==> src/rtl/id_ex_pipe.sv <==
// ID/EX pipeline register with load-use hazard detection, flush/hold control
// and a saturating count of inserted bubbles.
module id_ex_pipe #(
    parameter int DATA_WIDTH = 32,
    parameter int CNT_WIDTH  = 16
) (
    input  logic                  clk,
    input  logic                  reset,
    input  logic [10:0]           ctrl_i,
    input  logic [DATA_WIDTH-1:0] pc_i,
    input  logic [DATA_WIDTH-1:0] rs1_data_i,
    input  logic [DATA_WIDTH-1:0] rs2_data_i,
    input  logic [DATA_WIDTH-1:0] imm_i,
    input  logic [4:0]            rs1_addr_i,
    input  logic [4:0]            rs2_addr_i,
    input  logic [4:0]            rd_addr_i,
    input  logic [3:0]            funct_i,
    input  logic                  flush_i,
    input  logic                  hold_i,
    output logic [10:0]           ctrl_o,
    output logic [DATA_WIDTH-1:0] pc_o,
    output logic [DATA_WIDTH-1:0] rs1_data_o,
    output logic [DATA_WIDTH-1:0] rs2_data_o,
    output logic [DATA_WIDTH-1:0] imm_o,
    output logic [4:0]            rs1_addr_o,
    output logic [4:0]            rs2_addr_o,
    output logic [4:0]            rd_addr_o,
    output logic [3:0]            funct_o,
    output logic                  valid_o,
    output logic                  stall_o,
    output logic [CNT_WIDTH-1:0]  bubble_cnt_o
);

    localparam logic [CNT_WIDTH-1:0] CNT_MAX = {CNT_WIDTH{1'b1}};

    logic hazard;
    logic [CNT_WIDTH-1:0] cnt_next;

    // A load in EX whose destination feeds the instruction in decode.
    // rs2 is compared even for instruction types that never read it.
    assign hazard = valid_o & ctrl_o[5] & (rd_addr_o != 5'd0) &
                    ((rd_addr_o == rs1_addr_i) | (rd_addr_o == rs2_addr_i));

    // Upstream holds PC and IF/ID while stall_o is high; a flush kills the
    // decode instruction anyway, so it never needs a retry.
    assign stall_o = hazard & ~flush_i;

    assign cnt_next = (bubble_cnt_o == CNT_MAX) ? bubble_cnt_o : bubble_cnt_o + 1'b1;

    always_ff @(posedge clk) begin
        if (!reset) begin
            ctrl_o       <= '0;
            pc_o         <= '0;
            rs1_data_o   <= '0;
            rs2_data_o   <= '0;
            imm_o        <= '0;
            rs1_addr_o   <= '0;
            rs2_addr_o   <= '0;
            rd_addr_o    <= '0;
            funct_o      <= '0;
            valid_o      <= 1'b0;
            bubble_cnt_o <= '0;
        end else if (flush_i || (!hold_i && hazard)) begin
            ctrl_o       <= '0;
            pc_o         <= '0;
            rs1_data_o   <= '0;
            rs2_data_o   <= '0;
            imm_o        <= '0;
            rs1_addr_o   <= '0;
            rs2_addr_o   <= '0;
            rd_addr_o    <= '0;
            funct_o      <= '0;
            valid_o      <= 1'b0;
            bubble_cnt_o <= cnt_next;
        end else if (!hold_i) begin
            ctrl_o       <= ctrl_i;
            pc_o         <= pc_i;
            rs1_data_o   <= rs1_data_i;
            rs2_data_o   <= rs2_data_i;
            imm_o        <= imm_i;
            rs1_addr_o   <= rs1_addr_i;
            rs2_addr_o   <= rs2_addr_i;
            rd_addr_o    <= rd_addr_i;
            funct_o      <= funct_i;
            valid_o      <= (ctrl_i != 11'd0);
        end
    end

endmodule

==> config.mk <==
export PLATFORM = sky130hd
export DESIGN_NAME = id_ex_pipe
export DESIGN_NICKNAME = d
export VERILOG_FILES = /design/src/rtl/id_ex_pipe.sv
export SDC_FILE = /design/constraint.sdc
export NUM_CORES = 1
export LEC_CHECK = 0
export CAP_MARGIN = 10
export CORE_UTILIZATION = 30
export DETAILED_ROUTE_END_ITERATION = 16
export GPL_ROUTABILITY_DRIVEN = 0
export GPL_TIMING_DRIVEN = 0
export PLACE_DENSITY = 0.65
export SLEW_MARGIN = 20
export SYNTH_ARGS = -nofsm -noshare
export SYNTH_HDL_FRONTEND = slang
export SYNTH_SLANG_ARGS = --single-unit
==> constraint.sdc <==
create_clock -name clk -period 2.6 [get_ports clk]
set_input_delay 0.39 -clock clk [delete_from_list [all_inputs] [get_ports clk]]
set_output_delay 0.39 -clock clk [all_outputs]
set_load 0.1 [all_outputs]
---- Word level (Yosys, flattened, before mapping) ----
Index checks and enable logic that the tools add are counted.
cells by class
  add/sub/neg operators ................... 1
  equality and inequality tests ........... 3
  bitwise gates (word level) .............. 8
  reduce and logical (&&, ||, !) cells .... 7
operators with widths
  kind                                            number
  adder 16 x 1 -> 16 bit (second input constant)  1
  equality test 16 bit (second input constant)    1
  nonzero test 11 bit                             1
  equality test 5 bit                             2
  nonzero test 5 bit                              1
  AND 1 bit                                       4
  inverter 1 bit                                  3
  AND reduction 2 bit                             1
  OR reduction 2 bit                              1
  logical AND 1 bit                               1
  zero test 1 bit                                 1
  logical OR 1 bit                                1
  OR 1 bit                                        1
storage, ports and cells
  register bits ........................... 175
  input port bits ......................... 162
  logic and storage cells ................. 30

---- Depth between registers and ports, before layout ----
Gate-level depths: netlist of the first run.
  depth after elaboration ................. 6
  mapped depth ............................ 8

---- Least setup slack after synthesis of the first run ----
OpenSTA, ideal clock, no wires.
  path type ............................... reg2out
  from .................................... reg rd_addr_o[4]
  to ...................................... out stall_o
  data arrival time ....................... 2.903 ns
  data required time ...................... 2.210 ns
  setup slack ............................. -0.693 ns
  stages on the path, launching flop included .. 6
  path buffers ............................ 0
  path through ............................ dfxtp_1 -> xnor2_1 -> nand3_1 -> o22ai_2 -> nand2_1 -> nor2_1
between the ends
  cells in the longest elaborated chain, start to end .. 4
  elaborated cells between the ends (all ways) .. 7
  classes of those cells .................. eq/ne (2); bitwise (4); reduce/logical (1)
ends and longest elaborated chain
  what                                                       RTL line  text
  from (decl)                                                27        output logic [4:0] rd_addr_o,
  from (signal assigned)                                     83        rd_addr_o <= rd_addr_i;
  equality test 5 bit or nonzero test 5 bit (tied branches)  42, 41
  OR 1 bit or AND 1 bit (tied branches)                      42, 41
  AND 1 bit *                                                41        assign hazard = valid_o & ctrl_o[5] & (rd_addr_o != 5'd0) &
  AND 1 bit *                                                46        assign stall_o = hazard & ~flush_i;
  to (decl)                                                  30        output logic stall_o,
Every way passes the cells marked *; elsewhere a longest branch is shown, timed or not.

---- Worst setup path after layout of the first run ----
  from .................................... reg rd_addr_o[0]
  to ...................................... out rd_addr_o[0]
No word-level cell between the ends.

==> flow_metrics.tcl, run 1 <==
set metrics [dict create \
    die_height_microns 151 \
    cts-htree-levels 4 \
    syn_inst 637 \
    path_buf_inv 1 \
    cp_cell_sequence "clkdlybuf4s50_1" \
    rows 53 \
    cp_top_family "buffers and inverters" \
    grt_pass1_wl_microns 30800 \
    yosysMostFrequentCell "dfxtp_1" \
    nets 1155 \
    hpwl_microns 16100 \
    path_max_fanout 5 \
    overflow 0 \
    drcViolationCount 0 \
    clk_pin_slew_ns 0.07 \
    antenna_found_initial 0 \
    ys_seq_area_share_pct 53.0 \
    finish.instance_area_sq_um 10900 \
    wire_per_inst_microns 16.2 \
    antenna_left 0 \
    vias 5707 \
    synth_area_leader_cell "dfxtp_1" \
    syn_area_sq_um 6620 \
    synth_area_leaders "dfxtp_1 53%, mux2i_1 24%, nor2_1 9.3%" \
    drt_iter0_markers 126 \
    crit_path_end_kind "output port" \
    clock_sinks 175 \
    cts_setup_buffers 0 \
    drtPass1Iterations 4 \
    drt_wl_total_microns 20800 \
    first_global_vias 5572 \
    layout-drive-gt1-share_pct 5.77 \
    max_cap_violations 0 \
    track_usage_pct 18.0 \
    worst_pin_slew_ns 1.05 \
    synthFlopType "dfxtp_1" \
    period_share_pct 96.1 \
    combPwrFrac_pct 20.4 \
    final_util_pct 51.2 \
    ir_drop_mv 0.399 \
    yosysTopAreaCellShare_pct 53.0 \
    max-slew-margin-rel_pct 29.7 \
    initial_core_util_pct 31.0 \
    hold_violations 0 \
    yosys_warnings 0 \
    syn_avg_cell_area_sq_um 10.4 \
    synth_enable_flop_cells 0 \
    hold_buffers 0 \
    async_flop_share_pct 0 \
    grt_max_degree 17 \
    cts_tree "built" \
    diodes 0 \
    cpMaxStageDelayCell "clkdlybuf4s50_1" \
    pwr-share-seq_pct 41.1 \
    skew_ns 0.0137 \
    vias_per_cell 4.46 \
    die_width_microns 151 \
    pwr-share-clk_pct 38.5 \
    slew_viol_final 0 \
    setup_viol 0 \
    intPower_mw 4.77 \
    cts_buffers 17 \
    synth_common_cells "175 x dfxtp_1, 164 x nor2_1, 159 x mux2i_1, 23 x clkbuf_1, 14 x a21oi_1" \
    place_ws_ns -0.634 \
    power.leakage_nw 4.36 \
    regArea_sq_um 3510 \
    fin_ws_ns 0.102 \
    grt_setup_unrepaired "no" \
    ys_ff_latch 175 \
    place_area_sq_um 10300 \
    cp-start-kind "register" \
    io_pins 338 \
    holdWs_ns 0.487 \
    status "complete, no violations" \
    clockBufferDepth 2 \
    multi_input_area_sq_um 2870 \
    root_buffer "clkbuf_16" \
    synth_cell_types 38 \
    syn_nets 800 \
    cpPeakStageDelay_ns 1.22 \
    swShare_pct 30.4 \
    period_needed_ns 2.50 \
    critPathArrivalTime_ns 2.11 \
    crit_required_ns 2.21 \
    power.density_nw_per_um2 626 \
    io_buffer_count 336 \
    worst_skew_pair.late_latency_ns 0.42 \
    hold_class "reg -> reg" \
    die_area_sq_um 22700 \
    critPathKind "reg -> out" \
    nFillCells 2033 \
    syn_to_final_growth_pct 65.3 \
    clock.fmax_mhz 400 \
    switchingPower_mw 2.08 \
    core_area_sq_um 21400 \
]
-- state kept, by name (all words and copies together), names as in the netlist --
register	cells
imm_o	32
pc_o	32
rs1_data_o	32
rs2_data_o	32
bubble_cnt_o	16
ctrl_o	11
rd_addr_o	5
rs1_addr_o	5
rs2_addr_o	5
funct_o	4
valid_o	1
-- stage by stage --
stage / cells / TNS, ns / total power, mW
2_1_floorplan: 637 / 0 / 3.78
3_3_place_gp: 1248 / -1.75 / 4.28
3_5_place_dp: 1248 / -1.02 / 4.28
4_1_cts: 1280 / 0 / 6.95
5_1_grt: 1280 / 0 / 7.12
6_report: 1280 / 0 / 6.85
-- per-layer routing --
| layer | global-route usage, % | wire, microns | up-vias |
|---|---|---|---|
| li1 | - | - | 2893 |
| met1 | 21.5 | 8720 | 2635 |
| met2 | 30.9 | 10400 | 156 |
| met3 | 5.55 | 1310 | 23 |
| met4 | 5.00 | 334 | 0 |
| met5 | 0 | 0 | - |
-- logic make-up after synthesis --
group                    share of synthesized area (%)
AO/OA/AOI/OAI                                     3.82
XOR/XNOR                                          1.59
adder cells (fa/ha/maj)                          0.189
buffers and inverters                             3.80
flip-flops                                        53.0
multiplexers                                      24.1
AND/OR/NAND/NOR                                   13.6
-- cell usage in the layout (no fill, tap or decap), types with 5 or more instances in the layout --
cell type,synthesis,layout
clkbuf_1,23,24
or3_1,8,8
o21ai_0,6,6
nand2_1,12,12
clkbuf_16,0,17
xnor2_1,11,11
clkdlybuf4s50_1,0,335
buf_6,12,12
o31ai_1,5,5
or4_1,5,5
mux2i_1,159,159
nand3_1,8,8
dfxtp_1,175,173
nor2_1,164,163
a21oi_1,14,14
-- timing repair --
action	in CTS	in global routing
setup endpoints to repair	1	1
pin swaps	0	0
gates resized for setup	5	1
-- layout make-up --
| class | count | area share [%] |
|---|---|---|
| Sequential cell | 175 | 32.1 |
| Timing Repair Buffer | 336 | 30.7 |
| Multi-Input combinational cell | 420 | 26.2 |
| Clock buffer | 20 | 4.18 |
| Tap cell | 275 | 3.15 |
| Buffer | 38 | 2.16 |
| Clock inverter | 12 | 1.35 |
| Inverter | 4 | 0.137 |
-- power groups by stage --
stage / clock, mW / combinational (mW) / sequential (mW)
after global placement: 0 / 1.40 / 2.87
after global routing: 2.83 / 1.46 / 2.83
after floorplan: 0 / 0.307 / 3.48
after CTS: 2.72 / 1.41 / 2.82
after detailed placement: 0 / 1.41 / 2.88
final: 2.64 / 1.40 / 2.82
-- worst paths after layout --
check	cells after the start	start	to	slack (ns)
setup / recovery	1	rd_addr_o[0]$_SDFFE_PP0N_	rd_addr_o[0]	0.10
hold / removal	2	bubble_cnt_o[11]$_SDFFE_PN0P_	bubble_cnt_o[11]$_SDFFE_PN0P_	0.49
setup reg to reg	7	rd_addr_o[0]$_SDFFE_PP0N_	imm_o[2]$_SDFFE_PP0N_	0.27
hold reg to reg	2	bubble_cnt_o[11]$_SDFFE_PN0P_	bubble_cnt_o[11]$_SDFFE_PN0P_	0.49
No activity file was read; power rests on OpenSTA's default activity.
==> inputs of run 2 (changes only) <==
Settings changed: CAP_MARGIN 10 to 25, CORE_ASPECT_RATIO set to 1.25, CTS_CLUSTER_SIZE set to 10.
==> flow_metrics.tcl, run 2 (synthesis results as in run 1) <==
set metrics [dict create \
    status "complete, no violations" \
    cts_buffers 17 \
    syn_to_final_growth_pct 65.0 \
    cp-startpoint "rd_addr_o[4]$_SDFFE_PP0N_" \
    critPathArrivalTime_ns 2.10 \
    wire_per_inst_microns 15.9 \
    worst-path-stages 1 \
    drt_wl_total_microns 20500 \
    intPower_mw 4.64 \
    drt_iter0_markers 127 \
    hold_buffers 0 \
    slew_viol_final 0 \
    crit_path_end_kind "output port" \
    track_usage_pct 17.7 \
    vias_per_cell 4.49 \
    pwr-share-seq_pct 41.9 \
    hold_class "reg -> reg" \
    antenna_found_initial 3 \
    die_area_sq_um 22700 \
    period_share_pct 95.9 \
    worstReg2RegEnd "bubble_cnt_o[1]$_SDFFE_PN0P_" \
    regArea_sq_um 3510 \
    cts_setup_buffers 0 \
    period_needed_ns 2.49 \
    layout_common_cells "335 x clkdlybuf4s50_1, 173 x dfxtp_1, 163 x nor2_1" \
    pwr-share-clk_pct 37.3 \
    nets 1155 \
    hpwl_microns 15800 \
    setup_viol 0 \
    vias 5777 \
    fin_tns_setup_ns 0 \
    hold_violations 0 \
    die_height_microns 168 \
    skew_ns 0.0104 \
    worst_skew_pair.late_latency_ns 0.42 \
    overflow 0 \
    place_ws_ns -0.667 \
    die_width_microns 135 \
    drcViolationCount 0 \
    r2r_start "bubble_cnt_o[0]$_SDFFE_PN0P_" \
    layout-drive-gt1-share_pct 5.67 \
    holdWs_ns 0.492 \
    worstRegToRegCells 7 \
    io_pins 338 \
    power_mw 6.72 \
    grt_max_degree 17 \
    worst_pin_slew_ns 1.10 \
    critPathKind "reg -> out" \
    initial_core_util_pct 30.7 \
    cpMaxStageDelayCell "clkdlybuf4s50_1" \
    cts-htree-levels 4 \
    cp-start-kind "register" \
    cts_tree "built" \
    core_area_sq_um 21500 \
    first_global_vias 5624 \
    swShare_pct 30.9 \
    grt_setup_unrepaired "no" \
    cp_cell_sequence "clkdlybuf4s50_1" \
    combPwrFrac_pct 20.8 \
    cp_top_family "buffers and inverters" \
    crit_required_ns 2.21 \
    path_max_fanout 6 \
    crit_path_end "rd_addr_o[4]" \
    root_buffer "clkbuf_16" \
    nFillCells 2088 \
    power.density_nw_per_um2 616 \
    grt_pass1_wl_microns 30800 \
    max_cap_violations 0 \
    final_common_cell "clkdlybuf4s50_1" \
    ir_drop_mv 0.430 \
    fin_ws_ns 0.107 \
    max-slew-margin-rel_pct 26.6 \
    clk_pin_slew_ns 0.07 \
    antenna_left 0 \
    clockBufferDepth 2 \
    rrSetupSlack_ns 0.32 \
    rows 60 \
    switchingPower_mw 2.08 \
    io_buffer_count 336 \
    multi_input_area_sq_um 2870 \
    clock.fmax_mhz 401 \
    clock_sinks 175 \
    cpPeakStageDelay_ns 1.21 \
    path_buf_inv 1 \
    drtPass1Iterations 4 \
    power.leakage_nw 4.33 \
]
run 2: cell count changes in the layout (fill, tap and decap cells not counted), sizes merged:
cell / change
clkinv: -1
clkinvlp: +2
bufinv: -1
diode: +3
run 2: worst reg2reg max path: stages, from the launching register on:
cell	delay (ns)
dfxtp_2	0.40
ha_1	0.22
inv_1	0.11
nor3b_2	0.47
a21oi_1	0.15
a32oi_2	0.52
mux2i_1	0.24
nor2_1	0.05
run 2: worst min path at each step:
stage / start / end / slack [ns] / cells after the start
final: rs1_addr_o[2]$_SDFFE_PP0N_ / rs1_addr_o[2]$_SDFFE_PP0N_ / 0.49 / 2
after global routing: imm_o[13]$_SDFFE_PP0N_ / imm_o[13]$_SDFFE_PP0N_ / 0.52 / 2
after CTS: rs2_data_o[3]$_SDFFE_PP0N_ / rs2_data_o[3]$_SDFFE_PP0N_ / 0.50 / 2
after detailed placement: rs2_data_o[2]$_SDFFE_PP0N_ / rs2_data_o[2]$_SDFFE_PP0N_ / 0.48 / 2
after global placement: funct_o[0]$_SDFFE_PP0N_ / funct_o[0]$_SDFFE_PP0N_ / 0.47 / 2
after floorplan: reset / bubble_cnt_o[7]$_SDFFE_PN0P_ / 0.51 / 1
run 2: metal layers:
metal / vias to the layer above / GRT usage [%] / wire [microns]
li1: 2883 / - / -
met1: 2664 / 19.6 / 8160
met2: 206 / 30.9 / 10300
met3: 24 / 6.11 / 1560
met4: 0 / 6.74 / 429
met5: - / 0 / 0
run 2: cell type report:
cell class              instances  share of cell area (%)
inverters                       4                   0.138
flip-flops and latches        175                    32.1
well taps                     279                    3.20
repair buffers                336                    30.8
clock buffers                  20                    4.09
clock inverters                12                    1.15
diodes                          3                  0.0688
plain buffers                  38                    2.17
multi-input cells             420                    26.3
run 2: metrics by stage:
step	std cells	cell area (sq um)	utilization, %
2_1_floorplan	637	6630	-
3_5_place_dp	1252	10300	48.0
6_report	1287	10900	50.7
4_1_cts	1284	10900	50.6
3_3_place_gp	1252	10300	48.0
5_1_grt	1287	10900	50.7
run 2: what timing repair did:
| action | 4_1_cts | 5_1_grt |
|---|---|---|
| setup endpoints to repair | 1 | 1 |
| resized for setup | 5 | 1 |
| endpoints found under the hold margin | 0 | 0 |
| gates cloned | 0 | 0 |
run 2: power groups by stage:
| stage | sequential (mW) | combinational (mW) | clock, mW |
|---|---|---|---|
| 2_1_floorplan | 3.48 | 0.307 | 0 |
| 3_3_place_gp | 2.87 | 1.40 | 0 |
| 3_5_place_dp | 2.88 | 1.40 | 0 |
| 4_1_cts | 2.81 | 1.41 | 2.60 |
| 5_1_grt | 2.82 | 1.46 | 2.71 |
| 6_report | 2.81 | 1.40 | 2.51 |
==> inputs of run 3 (changes only) <==
Settings changed: CORE_ASPECT_RATIO 1.25 to 1.1.
==> flow_metrics.tcl, run 3 (synthesis results as in run 1) <==
set metrics [dict create \
    cts-htree-levels 4 \
    max-slew-margin-rel_pct 29.3 \
    setup_viol 0 \
    diodes 0 \
    skew_ns 0.0119 \
    period_share_pct 95.6 \
    layout_common_cells "335 x clkdlybuf4s50_1, 173 x dfxtp_1, 163 x nor2_1" \
    hold_class "reg -> reg" \
    drt_iter0_markers 217 \
    power_mw 6.88 \
    rows 56 \
    status "complete, no violations" \
    cts_buffers 17 \
    ir_drop_mv 0.430 \
    fin_tns_setup_ns 0 \
    path_buf_inv 1 \
    worst_skew_pair.late_latency_ns 0.43 \
    power.leakage_nw 4.35 \
    syn_to_final_growth_pct 65.6 \
    critPathArrivalTime_ns 2.10 \
    slew_viol_final 0 \
    max_cap_violations 0 \
    crit_path_end_kind "output port" \
    layout-drive-gt1-share_pct 5.68 \
    grt_pass1_wl_microns 29800 \
    cts_setup_buffers 0 \
    crit_required_ns 2.21 \
    drtPass1Iterations 4 \
    hpwl_microns 15500 \
    cp-start-kind "register" \
    io_buffer_count 336 \
    clockBufferDepth 2 \
    hold_buffers 0 \
    overflow 0 \
    grt_max_degree 17 \
    power.density_nw_per_um2 628 \
    core_area_sq_um 21400 \
    die_area_sq_um 22700 \
    critPathKind "reg -> out" \
    die_height_microns 158 \
    nFillCells 2001 \
    hold_violations 0 \
    final_common_cell "clkdlybuf4s50_1" \
    first_global_vias 5301 \
    root_buffer "clkbuf_16" \
    holdWs_ns 0.494 \
    wire_per_inst_microns 15.7 \
    period_needed_ns 2.49 \
    nets 1155 \
    vias_per_cell 4.45 \
    drcViolationCount 0 \
    track_usage_pct 17.3 \
    path_max_fanout 5 \
    cts_tree "built" \
    grt_setup_unrepaired "no" \
    worst_pin_slew_ns 1.06 \
    drt_wl_total_microns 20300 \
    antenna_left 0 \
    clock.fmax_mhz 402 \
    cpMaxStageDelayCell "clkdlybuf4s50_1" \
    cp_top_family "buffers and inverters" \
    antenna_found_initial 1 \
    vias 5756 \
    initial_core_util_pct 30.9 \
    cpPeakStageDelay_ns 1.22 \
    io_pins 338 \
    clk_pin_slew_ns 0.06 \
    cp_cell_sequence "clkdlybuf4s50_1" \
    die_width_microns 144 \
    clock_sinks 175 \
]
run 3: changes by cell type in the layout (fill, tap and decap cells not counted):
| cell | before | now |
|---|---|---|
| clkbuf_1 | 25 | 23 |
| bufinv_16 | 1 | 3 |
| clkinv_4 | 2 | 0 |
| clkinv_2 | 0 | 1 |
| clkbuf_8 | 1 | 2 |
| inv_6 | 5 | 3 |
| diode_2 | 3 | 0 |
run 3: through the flow:
| stage | instances | setup WS (ns) | instance area (sq um) | utilization (%) |
|---|---|---|---|---|
| 2_1_floorplan | 637 | 0.00472 | 6630 | - |
| 3_3_place_gp | 1263 | -0.660 | 10400 | 48.3 |
| 3_5_place_dp | 1263 | -0.670 | 10400 | 48.3 |
| 4_1_cts | 1293 | 0.0426 | 11000 | 51.1 |
| 5_1_grt | 1293 | 0.0371 | 11000 | 51.1 |
| 6_report | 1293 | 0.114 | 11000 | 51.1 |
run 3: worst paths after layout:
| path | startpoint | slack [ns] | endpoint | depth (start not counted) |
|---|---|---|---|---|
| setup / recovery | rd_addr_o[0]$_SDFFE_PP0N_ | 0.11 | rd_addr_o[0] | 1 |
| hold / removal | rs2_data_o[13]$_SDFFE_PP0N_ | 0.49 | rs2_data_o[13]$_SDFFE_PP0N_ | 2 |
| setup reg to reg | bubble_cnt_o[0]$_SDFFE_PN0P_ | 0.29 | bubble_cnt_o[1]$_SDFFE_PN0P_ | 7 |
| hold reg to reg | rs2_data_o[13]$_SDFFE_PP0N_ | 0.49 | rs2_data_o[13]$_SDFFE_PP0N_ | 2 |
run 3: layout make-up:
type,count,area [sq um],area share [%]
buffer,38,236,2.16
clock buffer,19,453,4.13
clock inverter,11,155,1.42
inverter,4,15.0,0.137
multi-input combinational,420,2870,26.2
sequential,175,3510,32.0
tap,290,363,3.31
timing repair buffer,336,3360,30.7
run 3: layer usage:
layer  vias up  global-route usage [%]  wire length [microns]
li1       2887                       -                      -
met1      2664                    21.0                   8590
met5         -                       0                     11
met4         2                    6.28                    293
met2       178                    28.8                   9980
met3        25                    5.23                   1450
run 3: repair_timing:
item                                   CTS  global route
resized for setup                        5             1
setup endpoints to repair                1             1
endpoints found under the hold margin    0             0
run 3: where the power goes:
part,internal [mW],switching [mW],total [mW]
Combinational,0.508,0.890,1.40
Clock,1.57,1.10,2.67
Sequential,2.77,0.0499,2.82
Total,4.84,2.04,6.88
